### config.mk
export PLATFORM = sky130hd
export DESIGN_NAME = mpu_load_flat
export DESIGN_NICKNAME = d
export VERILOG_FILES = /design/src/rtl/mpu_load_if.sv /design/src/rtl/mpu_load.sv /design/src/flat_wrapper.sv
export SDC_FILE = /design/constraint.sdc
export NUM_CORES = 1
export LEC_CHECK = 0
export CAP_MARGIN = 20
export CORE_ASPECT_RATIO = 1.4
export CORE_UTILIZATION = 40
export CTS_CLUSTER_SIZE = 24
export DETAILED_ROUTE_END_ITERATION = 6
export PLACE_DENSITY_LB_ADDON = 0.15
export SYNTH_ARGS = -nofsm -noshare
export SYNTH_HDL_FRONTEND = slang
export SYNTH_SLANG_ARGS = --single-unit
### constraint.sdc
create_clock -name clk -period 2.2 [get_ports clk]
set_clock_uncertainty 0.1 [all_clocks]
set_input_delay 0.44 -clock clk [delete_from_list [all_inputs] [get_ports clk]]
set_output_delay 0.44 -clock clk [all_outputs]
set_load 0.02 [all_outputs]
### src/rtl/mpu_load_if.sv
// Load-path bundle for mpu_load: memory element stream in, register-file write port out.
// The slave modport is the loader itself; master is whatever drives it.
interface mpu_load_if #(
  parameter int MBITS           = 2,
  parameter int NBITS           = 2,
  parameter int MATRIX_REG_BITS = 3,
  parameter int FP_BITS         = 32
);
  logic                       load_req_in;
  logic [MBITS:0]             mem_m_load_size_in;
  logic [NBITS:0]             mem_n_load_size_in;
  logic [MATRIX_REG_BITS:0]   mem_load_addr_in;
  logic                       mem_load_valid_in;
  logic [FP_BITS-1:0]         mem_load_element_in;
  logic                       mem_load_ack_out;
  logic                       reg_load_ready_in;
  logic                       reg_load_req_out;
  logic                       reg_load_en_out;
  logic [FP_BITS-1:0]         reg_load_element_out;
  logic [MBITS:0]             reg_i_load_loc_out;
  logic [NBITS:0]             reg_j_load_loc_out;
  logic [MBITS:0]             reg_m_load_size_out;
  logic [NBITS:0]             reg_n_load_size_out;
  logic [MATRIX_REG_BITS:0]   reg_load_addr_out;
  logic                       load_busy_out;
  logic                       load_done_out;

  modport slave (
    input  load_req_in, mem_m_load_size_in, mem_n_load_size_in, mem_load_addr_in,
           mem_load_valid_in, mem_load_element_in, reg_load_ready_in,
    output mem_load_ack_out, reg_load_req_out, reg_load_en_out, reg_load_element_out,
           reg_i_load_loc_out, reg_j_load_loc_out, reg_m_load_size_out,
           reg_n_load_size_out, reg_load_addr_out, load_busy_out, load_done_out
  );

  modport master (
    output load_req_in, mem_m_load_size_in, mem_n_load_size_in, mem_load_addr_in,
           mem_load_valid_in, mem_load_element_in, reg_load_ready_in,
    input  mem_load_ack_out, reg_load_req_out, reg_load_en_out, reg_load_element_out,
           reg_i_load_loc_out, reg_j_load_loc_out, reg_m_load_size_out,
           reg_n_load_size_out, reg_load_addr_out, load_busy_out, load_done_out
  );
endinterface

### src/rtl/mpu_load.sv
// Streams an M x N matrix from memory into a register-file entry, row-major,
// one registered write per accepted element.
//
// state        | meaning
// LOAD_IDLE    | waiting for load_req_in; latches M, N, address on request
// LOAD_REQUEST | asking the register file for the write port
// LOAD_MATRIX  | accepting elements, ack follows valid
// LOAD_DONE    | one-cycle completion pulse (final write strobe lands here)
module mpu_load #(
  parameter int MBITS           = 2,
  parameter int NBITS           = 2,
  parameter int MATRIX_REG_BITS = 3,
  parameter int FP_BITS         = 32
) (
  input  logic       clk,
  input  logic       rst,
  mpu_load_if.slave  bus
);

  typedef enum logic [1:0] {
    LOAD_IDLE    = 2'd0,
    LOAD_REQUEST = 2'd1,
    LOAD_MATRIX  = 2'd2,
    LOAD_DONE    = 2'd3
  } state_t;

  localparam logic [MBITS:0] M_ONE = 1;
  localparam logic [NBITS:0] N_ONE = 1;

  state_t                     state, state_nxt;
  logic [MBITS:0]             m_q, rp, i_q;
  logic [NBITS:0]             n_q, cp, j_q;
  logic [MATRIX_REG_BITS:0]   addr_q;
  logic [FP_BITS-1:0]         elem_q;
  logic                       en_q;
  logic                       accept, row_end, last;

  assign accept  = (state == LOAD_MATRIX) && bus.mem_load_valid_in;
  assign row_end = (cp == n_q - N_ONE);
  assign last    = row_end && (rp == m_q - M_ONE);

  always_comb begin
    state_nxt = state;
    case (state)
      LOAD_IDLE: begin
        if (bus.load_req_in) begin
          // Empty matrices skip the register-file handshake entirely.
          if ((bus.mem_m_load_size_in == '0) || (bus.mem_n_load_size_in == '0))
            state_nxt = LOAD_DONE;
          else
            state_nxt = LOAD_REQUEST;
        end
      end
      LOAD_REQUEST: if (bus.reg_load_ready_in) state_nxt = LOAD_MATRIX;
      LOAD_MATRIX:  if (accept && last)        state_nxt = LOAD_DONE;
      LOAD_DONE:    state_nxt = LOAD_IDLE;
      default:      state_nxt = LOAD_IDLE;
    endcase
  end

  always_ff @(posedge clk or negedge rst) begin
    if (!rst) begin
      state  <= LOAD_IDLE;
      m_q    <= '0;
      n_q    <= '0;
      addr_q <= '0;
      rp     <= '0;
      cp     <= '0;
      en_q   <= 1'b0;
      elem_q <= '0;
      i_q    <= '0;
      j_q    <= '0;
    end else begin
      state <= state_nxt;
      en_q  <= accept;
      if ((state == LOAD_IDLE) && bus.load_req_in) begin
        m_q    <= bus.mem_m_load_size_in;
        n_q    <= bus.mem_n_load_size_in;
        addr_q <= bus.mem_load_addr_in;
        rp     <= '0;
        cp     <= '0;
      end
      if (accept) begin
        elem_q <= bus.mem_load_element_in;
        i_q    <= rp;
        j_q    <= cp;
        // Pointers park on the final element rather than wrapping.
        if (!last) begin
          if (row_end) begin
            cp <= '0;
            rp <= rp + M_ONE;
          end else begin
            cp <= cp + N_ONE;
          end
        end
      end
    end
  end

  assign bus.mem_load_ack_out     = accept;
  assign bus.reg_load_req_out     = (state == LOAD_REQUEST);
  assign bus.reg_load_en_out      = en_q;
  assign bus.reg_load_element_out = elem_q;
  assign bus.reg_i_load_loc_out   = i_q;
  assign bus.reg_j_load_loc_out   = j_q;
  assign bus.reg_m_load_size_out  = m_q;
  assign bus.reg_n_load_size_out  = n_q;
  assign bus.reg_load_addr_out    = addr_q;
  assign bus.load_busy_out        = (state != LOAD_IDLE);
  assign bus.load_done_out        = (state == LOAD_DONE);

endmodule

### src/flat_wrapper.sv
// flat-port wrapper written by rule: the top's interface ports become plain ports
module mpu_load_flat 
#(
  parameter int MBITS           = 2,
  parameter int NBITS           = 2,
  parameter int MATRIX_REG_BITS = 3,
  parameter int FP_BITS         = 32
)
  (clk, rst, bus_load_req_in, bus_mem_m_load_size_in, bus_mem_n_load_size_in, bus_mem_load_addr_in, bus_mem_load_valid_in, bus_mem_load_element_in, bus_reg_load_ready_in, bus_mem_load_ack_out, bus_reg_load_req_out, bus_reg_load_en_out, bus_reg_load_element_out, bus_reg_i_load_loc_out, bus_reg_j_load_loc_out, bus_reg_m_load_size_out, bus_reg_n_load_size_out, bus_reg_load_addr_out, bus_load_busy_out, bus_load_done_out);
  mpu_load_if #(.MBITS(MBITS), .NBITS(NBITS), .MATRIX_REG_BITS(MATRIX_REG_BITS), .FP_BITS(FP_BITS)) bus_i ();
  input  logic clk;
  input  logic rst;
  input wire logic [$bits(bus_i.load_req_in)-1:0] bus_load_req_in;
  input wire logic [$bits(bus_i.mem_m_load_size_in)-1:0] bus_mem_m_load_size_in;
  input wire logic [$bits(bus_i.mem_n_load_size_in)-1:0] bus_mem_n_load_size_in;
  input wire logic [$bits(bus_i.mem_load_addr_in)-1:0] bus_mem_load_addr_in;
  input wire logic [$bits(bus_i.mem_load_valid_in)-1:0] bus_mem_load_valid_in;
  input wire logic [$bits(bus_i.mem_load_element_in)-1:0] bus_mem_load_element_in;
  input wire logic [$bits(bus_i.reg_load_ready_in)-1:0] bus_reg_load_ready_in;
  output wire logic [$bits(bus_i.mem_load_ack_out)-1:0] bus_mem_load_ack_out;
  output wire logic [$bits(bus_i.reg_load_req_out)-1:0] bus_reg_load_req_out;
  output wire logic [$bits(bus_i.reg_load_en_out)-1:0] bus_reg_load_en_out;
  output wire logic [$bits(bus_i.reg_load_element_out)-1:0] bus_reg_load_element_out;
  output wire logic [$bits(bus_i.reg_i_load_loc_out)-1:0] bus_reg_i_load_loc_out;
  output wire logic [$bits(bus_i.reg_j_load_loc_out)-1:0] bus_reg_j_load_loc_out;
  output wire logic [$bits(bus_i.reg_m_load_size_out)-1:0] bus_reg_m_load_size_out;
  output wire logic [$bits(bus_i.reg_n_load_size_out)-1:0] bus_reg_n_load_size_out;
  output wire logic [$bits(bus_i.reg_load_addr_out)-1:0] bus_reg_load_addr_out;
  output wire logic [$bits(bus_i.load_busy_out)-1:0] bus_load_busy_out;
  output wire logic [$bits(bus_i.load_done_out)-1:0] bus_load_done_out;
  assign bus_i.load_req_in = bus_load_req_in;
  assign bus_i.mem_m_load_size_in = bus_mem_m_load_size_in;
  assign bus_i.mem_n_load_size_in = bus_mem_n_load_size_in;
  assign bus_i.mem_load_addr_in = bus_mem_load_addr_in;
  assign bus_i.mem_load_valid_in = bus_mem_load_valid_in;
  assign bus_i.mem_load_element_in = bus_mem_load_element_in;
  assign bus_i.reg_load_ready_in = bus_reg_load_ready_in;
  assign bus_mem_load_ack_out = bus_i.mem_load_ack_out;
  assign bus_reg_load_req_out = bus_i.reg_load_req_out;
  assign bus_reg_load_en_out = bus_i.reg_load_en_out;
  assign bus_reg_load_element_out = bus_i.reg_load_element_out;
  assign bus_reg_i_load_loc_out = bus_i.reg_i_load_loc_out;
  assign bus_reg_j_load_loc_out = bus_i.reg_j_load_loc_out;
  assign bus_reg_m_load_size_out = bus_i.reg_m_load_size_out;
  assign bus_reg_n_load_size_out = bus_i.reg_n_load_size_out;
  assign bus_reg_load_addr_out = bus_i.reg_load_addr_out;
  assign bus_load_busy_out = bus_i.load_busy_out;
  assign bus_load_done_out = bus_i.load_done_out;
  mpu_load #(.MBITS(MBITS), .NBITS(NBITS), .MATRIX_REG_BITS(MATRIX_REG_BITS), .FP_BITS(FP_BITS)) u_core (.clk(clk), .rst(rst), .bus(bus_i));
endmodule
# Word level (Yosys, flattened, before mapping)
# Cells that the tools add are included.
[classes]
n_addsub = 4
eq_ne = 8
mux = 13
reduce_logical = 10
[ops]
columns = ["op", "n"]
rows = [
  ["$mux 3", 8],
  ["$mux 2", 4],
  ["$pmux 2 s4", 1],
  ["$add 3x1->3 const B", 2],
  ["$eq 3x3->1", 2],
  ["$logic_not 3->1", 2],
  ["$ne 2x2->1 const B", 3],
  ["$sub 3x1->3 const B", 2],
  ["$eq 2x2->1 const B", 2],
  ["$logic_and 1x1->1", 4],
  ["$reduce_and 3->1", 1],
  ["$eq 2x1->1 const B", 1],
  ["$logic_not 2->1", 1],
  ["$reduce_bool 2->1", 1],
  ["$logic_or 1x1->1", 1],
]
[totals]
regBits = 57
in_bits = 47
output_inout_bits = 53
elab_cells = 45

# Logic depth before layout (Yosys ltp)
# Gate-level depths: netlist of run 1.
[depth]
depth_word = 6
mapped_depth = 7

# Worst setup path after synthesis of run 1
# OpenSTA, ideal clock, no wires.
[synth_path]
path_type = "reg-to-reg"
from = "reg u_core.n_q[0], in the netlist u_core.bus.reg_n_load_size_out[0]"
to = "reg u_core.rp[2]"
setup_ns = 0.128
arrival_ns = 1.813
required_ns = 1.972
setup_slack_ns = 0.159
stages_incl_launch_ff = 8
cell_sequence = "dfrtp_1 -> inv_1 -> ha_1 -> xor3_1 -> nor3_4 -> nor3b_4 -> nand3b_1 -> o211ai_2"
[synth_via]
elab_chain_cells = 5
elab_cells_between_ends = 6
classes_between = "add/sub: 1; eq/ne: 1; mux: 3; reduce/logical: 1"
[synth_lines]
columns = ["element", "line", "text"]
rows = [
  ["from (decl)", "mpu_load.sv:32", "logic [NBITS:0] n_q, cp, j_q;"],
  ["from (signal assigned)", "mpu_load.sv:78", "n_q <= bus.mem_n_load_size_in;"],
  ["$sub 3x1->3 (*)", "mpu_load.sv:39", "assign row_end = (cp == n_q - N_ONE);"],
  ["$eq 3x3->1 (*)", "mpu_load.sv:39", ""],
  ["$mux 3 / $logic_and 1x1->1 (equally long branches)", "mpu_load.sv:89, mpu_load.sv:40", ""],
  ["$mux 3 (*)", "mpu_load.sv:88", "if (!last) begin"],
  ["$mux 3 (*)", "mpu_load.sv:83", "if (accept) begin"],
  ["to (signal assigned)", "mpu_load.sv:91", "rp <= rp + M_ONE;"],
  ["to (decl)", "mpu_load.sv:31", "logic [MBITS:0] m_q, rp, i_q;"],
]
# Every way passes the cells marked *; elsewhere a longest branch is shown, timed or not.
# A chain may end at the register's enable or synchronous reset.

# Final worst setup path of run 1
[layout_path]
from = "reg u_core.state[0]"
to = "out bus_mem_load_ack_out"
[layout_via]
elab_chain_cells = 2
[layout_lines]
columns = ["element", "line", "text"]
rows = [
  ["from (decl)", "mpu_load.sv:30", "state_t state, state_nxt;"],
  ["from (signal assigned)", "mpu_load.sv:74", "state <= state_nxt;"],
  ["$eq 2x2->1", "mpu_load.sv:38", "assign accept = (state == LOAD_MATRIX) && bus.mem_load_valid_in;"],
  ["$logic_and 1x1->1", "mpu_load.sv:38", ""],
  ["to (decl)", "flat_wrapper.sv:20", "output wire logic [$bits(bus_i.mem_load_ack_out)-1:0] bus_mem_load_ack_out;"],
]
# No other way between the ends.

==> flow_metrics.py, run 1 <==
metrics = {
    "run_status": {
        "status": "complete, no violations",
    },
    "power": {
        "peakVddDrop_mv": 0.725,
        "leakagePower_nw": 1.69,
        "power.density_nw_per_um2": 1550,
        "total_power_w": 0.00589,
    },
    "cells_and_area": {
        "fillCellCount": 466,
        "seq_area_sq_um": 1430,
        "nets": 336,
        "area_delta_synth_final_pct": 55.3,
        "drive_gt1_frac": 0.285,
        "antennaDiodeCount": 0,
        "multi_input_area_sq_um": 973,
    },
    "placed_design": {
        "place_congestion": 0.712,
        "place_ws_ns": -0.0342,
        "portBuffers": 99,
        "dp_hpwl_mm": 3.80,
    },
    "drt": {
        "viasPerCell": 4.86,
        "routed-wl-met2_mm": 2.61,
        "vias": 1721,
        "top_layer_used": "met4",
        "wl_met1_mm": 2.09,
        "wl_per_cell_um": 14.6,
        "drc_errors": 0,
        "dr_wl_met3_um": 352,
        "drtPass1Iterations": 4,
        "routed_wl_mm": 5.18,
        "drtIter0Drc": 60,
        "ant_nets": 0,
    },
    "timing": {
        "maxSlewViolCount": 0,
        "max_freq_ghz": 0.475,
        "period_needed_ns": 2.11,
        "period_share": 0.957,
        "setup_viol": 0,
        "rsz0062_at_grt": "no",
        "setup_ws_ns": 0.0943,
        "maxSlewHeadroom": 0.665,
        "tightest_slew_ns": 0.501,
        "hold_viol_final": 0,
    },
    "critical_path": {
        "reg2regPathDepth": 7,
        "r2r_slack_ns": 0.19,
        "slowest_stage": "dfrtp_1",
        "reg2reg_from": "u_core.bus.reg_m_load_size_out[1]$_DFFE_PN0P_",
        "cpPeakStageDelay_ns": 0.41,
        "path_max_fanout": 4,
        "crit_start": "u_core.state[0]$_DFFE_PN0P_",
        "path_cells": "inv_1 -> ha_1 -> nand2_2 -> inv_1 -> clkdlybuf4s15_1",
        "arrival_ns": 1.57,
        "endpoint": "bus_mem_load_ack_out",
        "start_kind": "flip-flop",
        "critical_path.endpoint_type": "output pin",
        "worst-setup-path-type": "flip-flop to output pin",
        "worstPathRequired_ns": 1.66,
        "crit_path_frequent_cell": "inv_1",
        "r2r_end": "u_core.state[1]$_DFFE_PN0P_",
    },
    "floorplanning": {
        "die_height_um": 94.6,
        "std_cell_rows": 33,
        "start_util": 0.415,
        "die_area_sq_um": 6450,
        "ios": 100,
        "core_sq_um": 5900,
        "die_x_um": 68.2,
    },
    "clocking": {
        "htreeDepth": 3,
        "cts_buffers": 9,
        "worstSkewPairLatency_ns": 0.34,
        "clock_path_buffers": 2,
        "cts_tree": "built",
        "cts_sinks": 57,
        "cts-root-buf": "clkbuf_8",
        "clk_pin_slew_ns": 0.06,
    },
    "yosys": {
        "yosysUniqueCellTypes": 27,
        "synth_top_area_cell": "dfrtp_1",
        "synth.top_cell.area_share": 0.582,
        "synthTopCellsByCount": "dfrtp_1, mux2_2, ha_1, inv_1, nand2_1",
        "yosysSeqAreaShare": 0.582,
        "yosys_warnings": 0,
        "synth-edff-count": 0,
        "synth_area_per_cell_sq_um": 14.9,
        "synthCells": 164,
        "synth_nets": 220,
        "async_flop_share": 1.00,
        "synth_seq_cells": 57,
        "synth_area_sq_um": 2450,
        "synth.most_common_cell": "dfrtp_1",
        "yosys_most_used_dff": "dfrtp_1",
        "synth_area_leaders": "dfrtp_1, mux2_2, ha_1, xor3_1, xnor2_1",
    },
    "grt": {
        "grt_pass1_wl_mm": 8.32,
        "grt.overflow.total": 0,
        "grt_pass1_vias": 1835,
        "antenna_found_initial": 0,
        "track_usage": 0.182,
        "grt_start_max_net_pins": 27,
    },
    "run": {
        "cap_violations": 0,
    },
    "hold_path": {
        "hold_class": "flip-flop to flip-flop",
    },
}
registers in the layout, summed over array words and instances (netlist names):
signal / count
u_core.bus.reg_m_load_size_out: 3
u_core.rp: 3
u_core.bus.reg_i_load_loc_out: 3
u_core.bus.reg_load_element_out: 32
u_core.bus.reg_load_en_out: 1
u_core.bus.reg_n_load_size_out: 3
u_core.bus.reg_load_addr_out: 4
u_core.bus.reg_j_load_loc_out: 3
u_core.cp: 3
u_core.state: 2
worst min-delay path by stage:
stage                                               startpoint  cells after the start                                              end  slack [ns]
6_report       u_core.bus.reg_load_element_out[11]$_DFFE_PN0N_                      1  u_core.bus.reg_load_element_out[11]$_DFFE_PN0N_        0.40
5_1_grt        u_core.bus.reg_load_element_out[29]$_DFFE_PN0N_                      1  u_core.bus.reg_load_element_out[29]$_DFFE_PN0N_        0.42
4_1_cts        u_core.bus.reg_load_element_out[29]$_DFFE_PN0N_                      1  u_core.bus.reg_load_element_out[29]$_DFFE_PN0N_        0.41
3_5_place_dp                                               rst                      1      u_core.bus.reg_load_addr_out[0]$_DFFE_PN0P_        0.32
3_3_place_gp                                               rst                      1      u_core.bus.reg_load_addr_out[0]$_DFFE_PN0P_        0.33
2_1_floorplan                                              rst                      0     u_core.bus.reg_i_load_loc_out[0]$_DFFE_PN0N_        0.04
power breakdown:
group | leakage [nW] | total (W) | internal (W) | switching (W)
sequential | 0.695 | 0.00181 | 0.00154 | 0.000277
combinational | 0.883 | 0.00304 | 0.00166 | 0.00138
clock | 0.112 | 0.00104 | 0.000638 | 0.000402
worst max-delay path: cells and delay by family (launching register included):
kind | cells | cell delay [ns]
fa+ha+maj | 1 | 0.24
buf+inv | 3 | 0.50
flops | 1 | 0.41
simple gates | 1 | 0.09
cell type report:
class                           instances  area share
Clock inverter                          2     0.00920
Clock buffer                           13      0.0470
Sequential cell                        57       0.375
Tap cell                               70      0.0230
Multi-Input combinational cell         93       0.256
Timing Repair Buffer                  110       0.282
Inverter                                9     0.00887
layout by cell type (no fill, tap or decap), drive strengths merged:
cell type and instances:
a21oi 3, a221o 1, a22o 1, buf 11, bufinv 1, clkbuf 13
clkdlybuf4s15 1, clkdlybuf4s50 95, clkinv 1, dfrtp 57, dlygate4sd2 1, dlygate4sd3 1
dlymetal6s2s 1, ha 9, inv 9, mux2 49, mux2i 2, nand2 6
nand3 1, nand3b 2, nor2 1, nor2b 1, nor3 2, nor3b 1
nor4b 1, o211ai 1, o21ai 2, o22ai 1, o311ai 1, o32a 1
or3 1, xnor2 4, xor3 2
logic make-up after synthesis:
family,count (synthesis),synth area share
flops,57,0.582
mux,51,0.233
simple gates,16,0.0485
buf+inv,14,0.0219
compound gates,11,0.0347
fa+ha+maj,9,0.0459
xor+xnor,6,0.0337
routing by layer:
| metal | GRT usage | vias to the layer above |
|---|---|---|
| met3 | 0.0700 | 12 |
| met2 | 0.293 | 62 |
| li1 | - | 803 |
| met4 | 0.0938 | 0 |
| met1 | 0.204 | 844 |
| met5 | 0 | - |
what timing repair did:
item,CTS,global route
pin swaps,0,2
resized for setup,2,2
hold buffers,1,0
buffers inserted,0,2
endpoints found under the hold margin,19,0
endpoints found under the setup margin,2,3
stage by stage:
step / hold WS, ns / TNS [ns] / area (sq um) / cells / utilization
finish: 0.404 / 0 / 3810 / 354 / 0.645
global route: 0.422 / 0 / 3810 / 354 / 0.645
CTS: 0.409 / 0 / 3790 / 352 / 0.642
detailed placement: 0.320 / -0.0342 / 3570 / 336 / 0.604
global placement: 0.328 / -0.0461 / 3570 / 336 / 0.604
floorplan: 0.0444 / 0 / 2450 / 164 / -
Power figures use the tool's default switching activity.
==> run 2, diff against run 1 <==
--- a/config.mk
+++ b/config.mk
@@ -5,12 +5,15 @@
 export SDC_FILE = /design/constraint.sdc
 export NUM_CORES = 1
 export LEC_CHECK = 0
+export ABC_CLOCK_PERIOD_IN_PS = 2200
 export CAP_MARGIN = 20
 export CORE_ASPECT_RATIO = 1.4
 export CORE_UTILIZATION = 40
+export CTS_BUF_LIST = sky130_fd_sc_hd__clkbuf_4 sky130_fd_sc_hd__clkbuf_8 sky130_fd_sc_hd__clkbuf_16
 export CTS_CLUSTER_SIZE = 24
 export DETAILED_ROUTE_END_ITERATION = 6
 export PLACE_DENSITY_LB_ADDON = 0.15
+export SLEW_MARGIN = 20
 export SYNTH_ARGS = -nofsm -noshare
 export SYNTH_HDL_FRONTEND = slang
 export SYNTH_SLANG_ARGS = --single-unit
==> results of run 2 <==
No change in the layout: final DEF, timing and power equal those of run 1.
